### src/rtl/outport_uart_tx_if.sv
// Write-side handshake and serial/status outputs of the outport UART transmitter.
// The bench drives through master; the transmitter sits on slave.
interface outport_uart_tx_if;
    logic        wr_valid;
    logic [31:0] wr_data;
    logic        tx;
    logic        busy;
    logic        empty;
    logic        full;
    logic        overflow;

    modport master (
        output wr_valid,
        output wr_data,
        input  tx,
        input  busy,
        input  empty,
        input  full,
        input  overflow
    );

    modport slave (
        input  wr_valid,
        input  wr_data,
        output tx,
        output busy,
        output empty,
        output full,
        output overflow
    );
endinterface

### src/rtl/outport_uart_tx.sv
// Buffers 32-bit outport words in a small FIFO and sends each one as four
// UART 8N1 frames, least significant byte first, on a registered tx line.
module outport_uart_tx #(
    parameter int CLKS_PER_BIT = 868,
    parameter int FIFO_DEPTH   = 4
) (
    input  logic               clk,
    input  logic               clr,
    outport_uart_tx_if.slave   bus
);

    localparam int PTR_W  = $clog2(FIFO_DEPTH);
    localparam int CNT_W  = PTR_W + 1;
    localparam int BAUD_W = $clog2(CLKS_PER_BIT);
    localparam logic [BAUD_W-1:0] BAUD_LAST = BAUD_W'(CLKS_PER_BIT - 1);
    localparam logic [CNT_W-1:0]  CNT_FULL  = CNT_W'(FIFO_DEPTH);

    typedef enum logic [1:0] {IDLE, START, DATA, STOP} state_t;

    state_t             state_q, state_d;
    logic [BAUD_W-1:0]  baud_q, baud_d;
    logic [2:0]         bit_idx_q, bit_idx_d;
    logic [1:0]         byte_idx_q, byte_idx_d;
    logic [31:0]        shifter_q, shifter_d;
    logic               tx_q, tx_d;

    logic [PTR_W-1:0]   wptr_q, rptr_q;
    logic [CNT_W-1:0]   count_q, count_d;
    logic               empty_q, full_q, overflow_q;
    logic               push, pop;
    logic [31:0]        rd_words [FIFO_DEPTH];

    // A write to a full FIFO is always dropped, even if a pop frees a slot this cycle.
    assign push = bus.wr_valid && !full_q;

    // One register per FIFO entry, each with its own write enable.
    for (genvar gi = 0; gi < FIFO_DEPTH; gi++) begin : g_entry
        logic [31:0] word_q;
        always_ff @(posedge clk) begin
            if (!clr && push && (wptr_q == PTR_W'(gi))) begin
                word_q <= bus.wr_data;
            end
        end
        assign rd_words[gi] = word_q;
    end

    always_comb begin
        state_d    = state_q;
        baud_d     = baud_q;
        bit_idx_d  = bit_idx_q;
        byte_idx_d = byte_idx_q;
        shifter_d  = shifter_q;
        pop        = 1'b0;
        tx_d       = 1'b1;

        if (state_q != IDLE) begin
            baud_d = (baud_q == BAUD_LAST) ? '0 : baud_q + BAUD_W'(1);
        end

        case (state_q)
            IDLE: begin
                if (!empty_q) begin
                    pop        = 1'b1;
                    shifter_d  = rd_words[rptr_q];
                    byte_idx_d = 2'd0;
                    bit_idx_d  = 3'd0;
                    baud_d     = '0;
                    state_d    = START;
                end
            end
            START: begin
                if (baud_q == BAUD_LAST) begin
                    bit_idx_d = 3'd0;
                    state_d   = DATA;
                end
            end
            DATA: begin
                if (baud_q == BAUD_LAST) begin
                    if (bit_idx_q == 3'd7) begin
                        state_d = STOP;
                    end else begin
                        bit_idx_d = bit_idx_q + 3'd1;
                    end
                end
            end
            STOP: begin
                if (baud_q == BAUD_LAST) begin
                    if (byte_idx_q == 2'd3) begin
                        state_d = IDLE;
                    end else begin
                        byte_idx_d = byte_idx_q + 2'd1;
                        state_d    = START;
                    end
                end
            end
            default: state_d = IDLE;
        endcase

        // tx follows the current state, so it lags each state change by one cycle.
        case (state_q)
            START:   tx_d = 1'b0;
            DATA:    tx_d = shifter_q[{byte_idx_q, bit_idx_q}];
            default: tx_d = 1'b1;
        endcase
    end

    always_comb begin
        count_d = count_q;
        case ({push, pop})
            2'b10:   count_d = count_q + CNT_W'(1);
            2'b01:   count_d = count_q - CNT_W'(1);
            default: count_d = count_q;
        endcase
    end

    always_ff @(posedge clk) begin
        if (clr) begin
            state_q    <= IDLE;
            baud_q     <= '0;
            bit_idx_q  <= 3'd0;
            byte_idx_q <= 2'd0;
            shifter_q  <= '0;
            tx_q       <= 1'b1;
            wptr_q     <= '0;
            rptr_q     <= '0;
            count_q    <= '0;
            empty_q    <= 1'b1;
            full_q     <= 1'b0;
            overflow_q <= 1'b0;
        end else begin
            state_q    <= state_d;
            baud_q     <= baud_d;
            bit_idx_q  <= bit_idx_d;
            byte_idx_q <= byte_idx_d;
            shifter_q  <= shifter_d;
            tx_q       <= tx_d;
            if (push) begin
                wptr_q <= wptr_q + PTR_W'(1);
            end
            if (pop) begin
                rptr_q <= rptr_q + PTR_W'(1);
            end
            count_q    <= count_d;
            empty_q    <= (count_d == '0);
            full_q     <= (count_d == CNT_FULL);
            overflow_q <= overflow_q | (bus.wr_valid & full_q);
        end
    end

    assign bus.tx       = tx_q;
    assign bus.busy     = (state_q != IDLE);
    assign bus.empty    = empty_q;
    assign bus.full     = full_q;
    assign bus.overflow = overflow_q;

endmodule
### src/flat_wrapper.sv
// flat-port wrapper written by rule: the top's interface ports become plain ports
module outport_uart_tx_flat 
#(
    parameter int CLKS_PER_BIT = 868,
    parameter int FIFO_DEPTH   = 4
)
  (clk, clr, bus_wr_valid, bus_wr_data, bus_tx, bus_busy, bus_empty, bus_full, bus_overflow);
  outport_uart_tx_if bus_i ();
  input  logic clk;
  input  logic clr;
  input wire logic [$bits(bus_i.wr_valid)-1:0] bus_wr_valid;
  input wire logic [$bits(bus_i.wr_data)-1:0] bus_wr_data;
  output wire logic [$bits(bus_i.tx)-1:0] bus_tx;
  output wire logic [$bits(bus_i.busy)-1:0] bus_busy;
  output wire logic [$bits(bus_i.empty)-1:0] bus_empty;
  output wire logic [$bits(bus_i.full)-1:0] bus_full;
  output wire logic [$bits(bus_i.overflow)-1:0] bus_overflow;
  assign bus_i.wr_valid = bus_wr_valid;
  assign bus_i.wr_data = bus_wr_data;
  assign bus_tx = bus_i.tx;
  assign bus_busy = bus_i.busy;
  assign bus_empty = bus_i.empty;
  assign bus_full = bus_i.full;
  assign bus_overflow = bus_i.overflow;
  outport_uart_tx #(.CLKS_PER_BIT(CLKS_PER_BIT), .FIFO_DEPTH(FIFO_DEPTH)) u_core (.clk(clk), .clr(clr), .bus(bus_i));
endmodule
### config.mk
export PLATFORM = sky130hd
export DESIGN_NAME = outport_uart_tx_flat
export DESIGN_NICKNAME = d
export VERILOG_FILES = /design/src/rtl/outport_uart_tx_if.sv /design/src/rtl/outport_uart_tx.sv /design/src/flat_wrapper.sv
export SDC_FILE = /design/constraint.sdc
export NUM_CORES = 1
export LEC_CHECK = 0
export BUFFER_PORTS_ARGS = -buffer_cell sky130_fd_sc_hd__buf_2
export CAP_MARGIN = 20
export CORE_MARGIN = 5
export CORE_UTILIZATION = 60
export CTS_CLUSTER_SIZE = 40
export DETAILED_ROUTE_END_ITERATION = 8
export PLACE_DENSITY = 0.87
export RECOVER_POWER = 100
export SYNTH_ARGS = -nofsm -noshare
export SYNTH_HDL_FRONTEND = slang
export SYNTH_SLANG_ARGS = --single-unit
### constraint.sdc
create_clock -name clk -period 3 [get_ports clk]
set_input_delay 0.75 -clock clk [delete_from_list [all_inputs] [get_ports clk]]
set_output_delay 0.75 -clock clk [all_outputs]
set_load 0.005 [all_outputs]
==> impl_metrics.py <==
metrics = {
    "outcome": {
        "status": "finished with violations",
        "violations": "max-capacitance violations, max-slew violations",
    },
    "synthesis": {
        "syn_avg_cell_area_sq_um": 15.2,
        "synth_top_family_by_area": "multiplexers",
        "synth_top_area_frac": 0.514,
        "yosys.area_share.adder": 0.0261,
        "synthTopCellsByArea": "edfxtp_1 51%, dfxtp_1 16%, mux4_2 12%",
        "ys_warn_count": 0,
        "ys_seq_area_frac": 0.675,
        "yosysMostFrequentCell": "edfxtp_1",
        "syn-num-nets": 542,
        "synthTopCellsByCount": "128 x edfxtp_1, 76 x nand2_1, 60 x dfxtp_1, 44 x a21oi_1, 40 x mux4_2",
        "synth_compound_area_frac": 0.0501,
        "synth-xor-area-share": 0.0164,
        "synth-simple-area-share": 0.0829,
        "synth_cells": 492,
        "synth_edf_count": 128,
        "yosysTopAreaCell": "edfxtp_1",
        "mappedNetlistArea_sq_mm": 0.00747,
        "synth_mux_area_frac": 0.126,
        "synth_cell_types": 47,
        "ys_ff_latch": 188,
        "async_reset_ff_frac": 0,
        "synth-main-ff-cell": "edfxtp_1",
    },
    "cells_and_area": {
        "num-nets-final": 588,
        "areaGrowthSynthToFinish_pct": 12.0,
        "drive_above_1_share": 0.156,
        "antennaDiodeCount": 0,
        "nFillCells": 799,
        "stdcell_area_sq_mm": 0.00837,
    },
    "floorplanning": {
        "fp.dieW_um": 122,
        "ios": 40,
        "row_count": 40,
        "core_area_sq_mm": 0.0121,
        "dieArea_sq_mm": 0.0148,
        "die_h_um": 122,
        "start_util": 0.617,
    },
    "timing": {
        "max_freq_mhz": 385,
        "setup_viol": 0,
        "fin_crit_sh": 0.866,
        "hold_viol": 0,
        "worst_slew_pin_slew_ns": 2.25,
        "fin_setup_tns_ns": 0,
        "post-route-min-period_ns": 2.60,
        "relSlewSlack": -0.497,
        "maxSlewViolCount": 50,
        "skew_ns": 0.00788,
        "rsz0062_at_grt": "no",
    },
    "route": {
        "vias": 4287,
        "dr.pass1.iters": 5,
        "viasPerCell": 5.96,
        "wl_um": 14800,
        "ant_nets": 0,
        "wire_per_inst_um": 20.6,
        "drc_errors": 0,
        "drt_iter0_markers": 392,
    },
    "global_routing": {
        "track_usage": 0.215,
        "grt_pass1_vias": 4408,
        "antenna_found_initial": 0,
        "overflow": 0,
        "grt_start_max_net_pins": 50,
        "grt_pass1_wl_um": 23600,
    },
    "clock_network": {
        "clk_latency_ns": 0.43,
        "cts_buffers": 17,
        "clk_transition_reported_paths_ns": 0.07,
        "post_cts_resized": 0,
        "htreeDepth": 4,
        "postCtsSetupRepairBufs": 0,
        "root_buffer": "clkbuf_16",
        "clock_path_buffers": 2,
        "holdBufCountCts": 0,
        "cts_tree": "built",
        "numClockSinks": 188,
    },
    "job": {
        "cap_violations": 1,
    },
    "critical_path": {
        "end_kind": "flop",
        "start_kind": "primary input",
        "criticalPathCategory": "in -> reg",
        "reg2reg_setup_slack_ns": 0.48,
        "critical_path.cell_chain": "clkbuf_1 > clkbuf_1 > nor2_1 > a21oi_1",
        "worst_path_most_repeated_cell": "clkbuf_1",
        "cp_top_family": "buffers and inverters",
        "arrival_ns": 2.95,
        "cp_num_buf_inv": 2,
        "cp_slowest_cell": "clkbuf_1",
        "critical_path_required_ns": 3.36,
        "cp_max_fo": 49,
        "slowest_delay_ns": 1.62,
    },
    "place": {
        "place_area_sq_mm": 0.00787,
        "routabilityCongestion": 0.780,
        "port_buffers": 39,
        "dp.final_hpwl_um": 8510,
    },
    "power": {
        "sw_frac_of_total": 0.289,
        "seqPwrFrac": 0.463,
        "pwr-share-comb": 0.208,
        "p_int_mw": 5.04,
        "clock_power_share": 0.328,
        "total_power_mw": 7.09,
        "p_leak_nw": 2.77,
        "ir_drop_uv": 661,
        "switchingPower_mw": 2.05,
        "power-per-cell-area_mw_per_mm2": 847,
    },
    "worst_hold_path": {
        "min_path_type": "reg -> reg",
    },
}
sequential cells by signal (all words and copies together) (netlist names):
name,count
u_core.bus.tx,1
u_core.shifter_q,32
u_core.byte_idx_q,2
u_core.state_q,2
u_core.g_entry.word_q,128
u_core.baud_q,10
u_core.bit_idx_q,3
u_core.bus.empty,1
u_core.rptr_q,2
u_core.count_q,3
u_core.bus.full,1
u_core.wptr_q,2
u_core.bus.overflow,1
area by class of cell:
cell class	count	area [sq um]	share of cell area
Tap cell	168	210	0.0251
Sequential cell	188	5050	0.603
Clock inverter	14	180	0.0215
Multi-Input combinational cell	265	2230	0.266
Clock buffer	18	429	0.0513
Inverter	13	48.8	0.00583
Timing Repair Buffer	53	229	0.0274
power groups by stage:
stage / logic (mW) / registers (mW) / clock network (mW)
after global placement: 1.43 / 3.30 / 0
after floorplan: 1.18 / 3.23 / 0
after CTS: 1.53 / 3.28 / 2.35
after detailed placement: 1.49 / 3.32 / 0
after global routing: 1.64 / 3.31 / 2.48
final: 1.48 / 3.29 / 2.33
worst min-delay path: cells and delay by family (launching register included):
family	cells	cell delay (ns)
AND/OR/NAND/NOR	1	0.05
AO/OA/AOI/OAI	1	0.05
flip-flops	1	0.31
final timing paths:
kind,endpoint,startpoint,cells after the start
max,u_core.bus.empty$_SDFF_PP1_,clr,4
min,u_core.shifter_q[6]$_SDFFE_PP0N_,u_core.shifter_q[6]$_SDFFE_PP0N_,2
max reg2reg,u_core.bus.empty$_SDFF_PP1_,u_core.state_q[1]$_SDFFE_PP0P_,12
min reg2reg,u_core.shifter_q[6]$_SDFFE_PP0N_,u_core.shifter_q[6]$_SDFFE_PP0N_,2
cells by family after synthesis:
logic type               Yosys count
AO/OA/AOI/OAI                     61
XOR/XNOR                          14
adder cells (fa/ha/maj)           15
buffers and inverters             39
flip-flops                       188
multiplexers                      44
AND/OR/NAND/NOR                  131
through the flow:
step                      setup slack, ns   util  hold WS [ns]  cells
after floorplan                     0.532      -         0.433    492
after global placement              0.649  0.650         0.441    687
after detailed placement            0.524  0.650         0.448    687
after CTS                           0.501  0.700         0.459    719
after global routing                0.193  0.691         0.485    719
final                               0.401  0.691         0.465    719
layout by cell type, fill, tap and decap left out, types with 3 or more instances in the layout:
cell	synthesis	layout
o21ai_1	3	3
dfxtp_1	60	59
clkbuf_1	12	46
nor2_1	22	22
nand3_1	7	7
bufinv_16	0	3
xor2_1	10	10
nand2_1	76	76
inv_1	12	12
inv_6	0	5
a21oi_1	44	44
clkbuf_16	0	17
nor2b_1	4	4
buf_2	6	4
nand4_1	3	3
edfxtp_1	128	128
mux4_2	40	40
clkinv_2	0	3
and3_1	5	5
ha_1	14	14
mux2i_1	4	4
xnor2_1	4	4
routing by layer:
layer / part of all wire / vias up / global-route usage
met5: 0 / - / 0
met4: 0.017 / 0 / 0.0735
met3: 0.064 / 28 / 0.0608
met2: 0.53 / 178 / 0.360
met1: 0.39 / 2155 / 0.272
li1: - / 1926 / -
No activity file was read; power rests on OpenSTA's default activity.
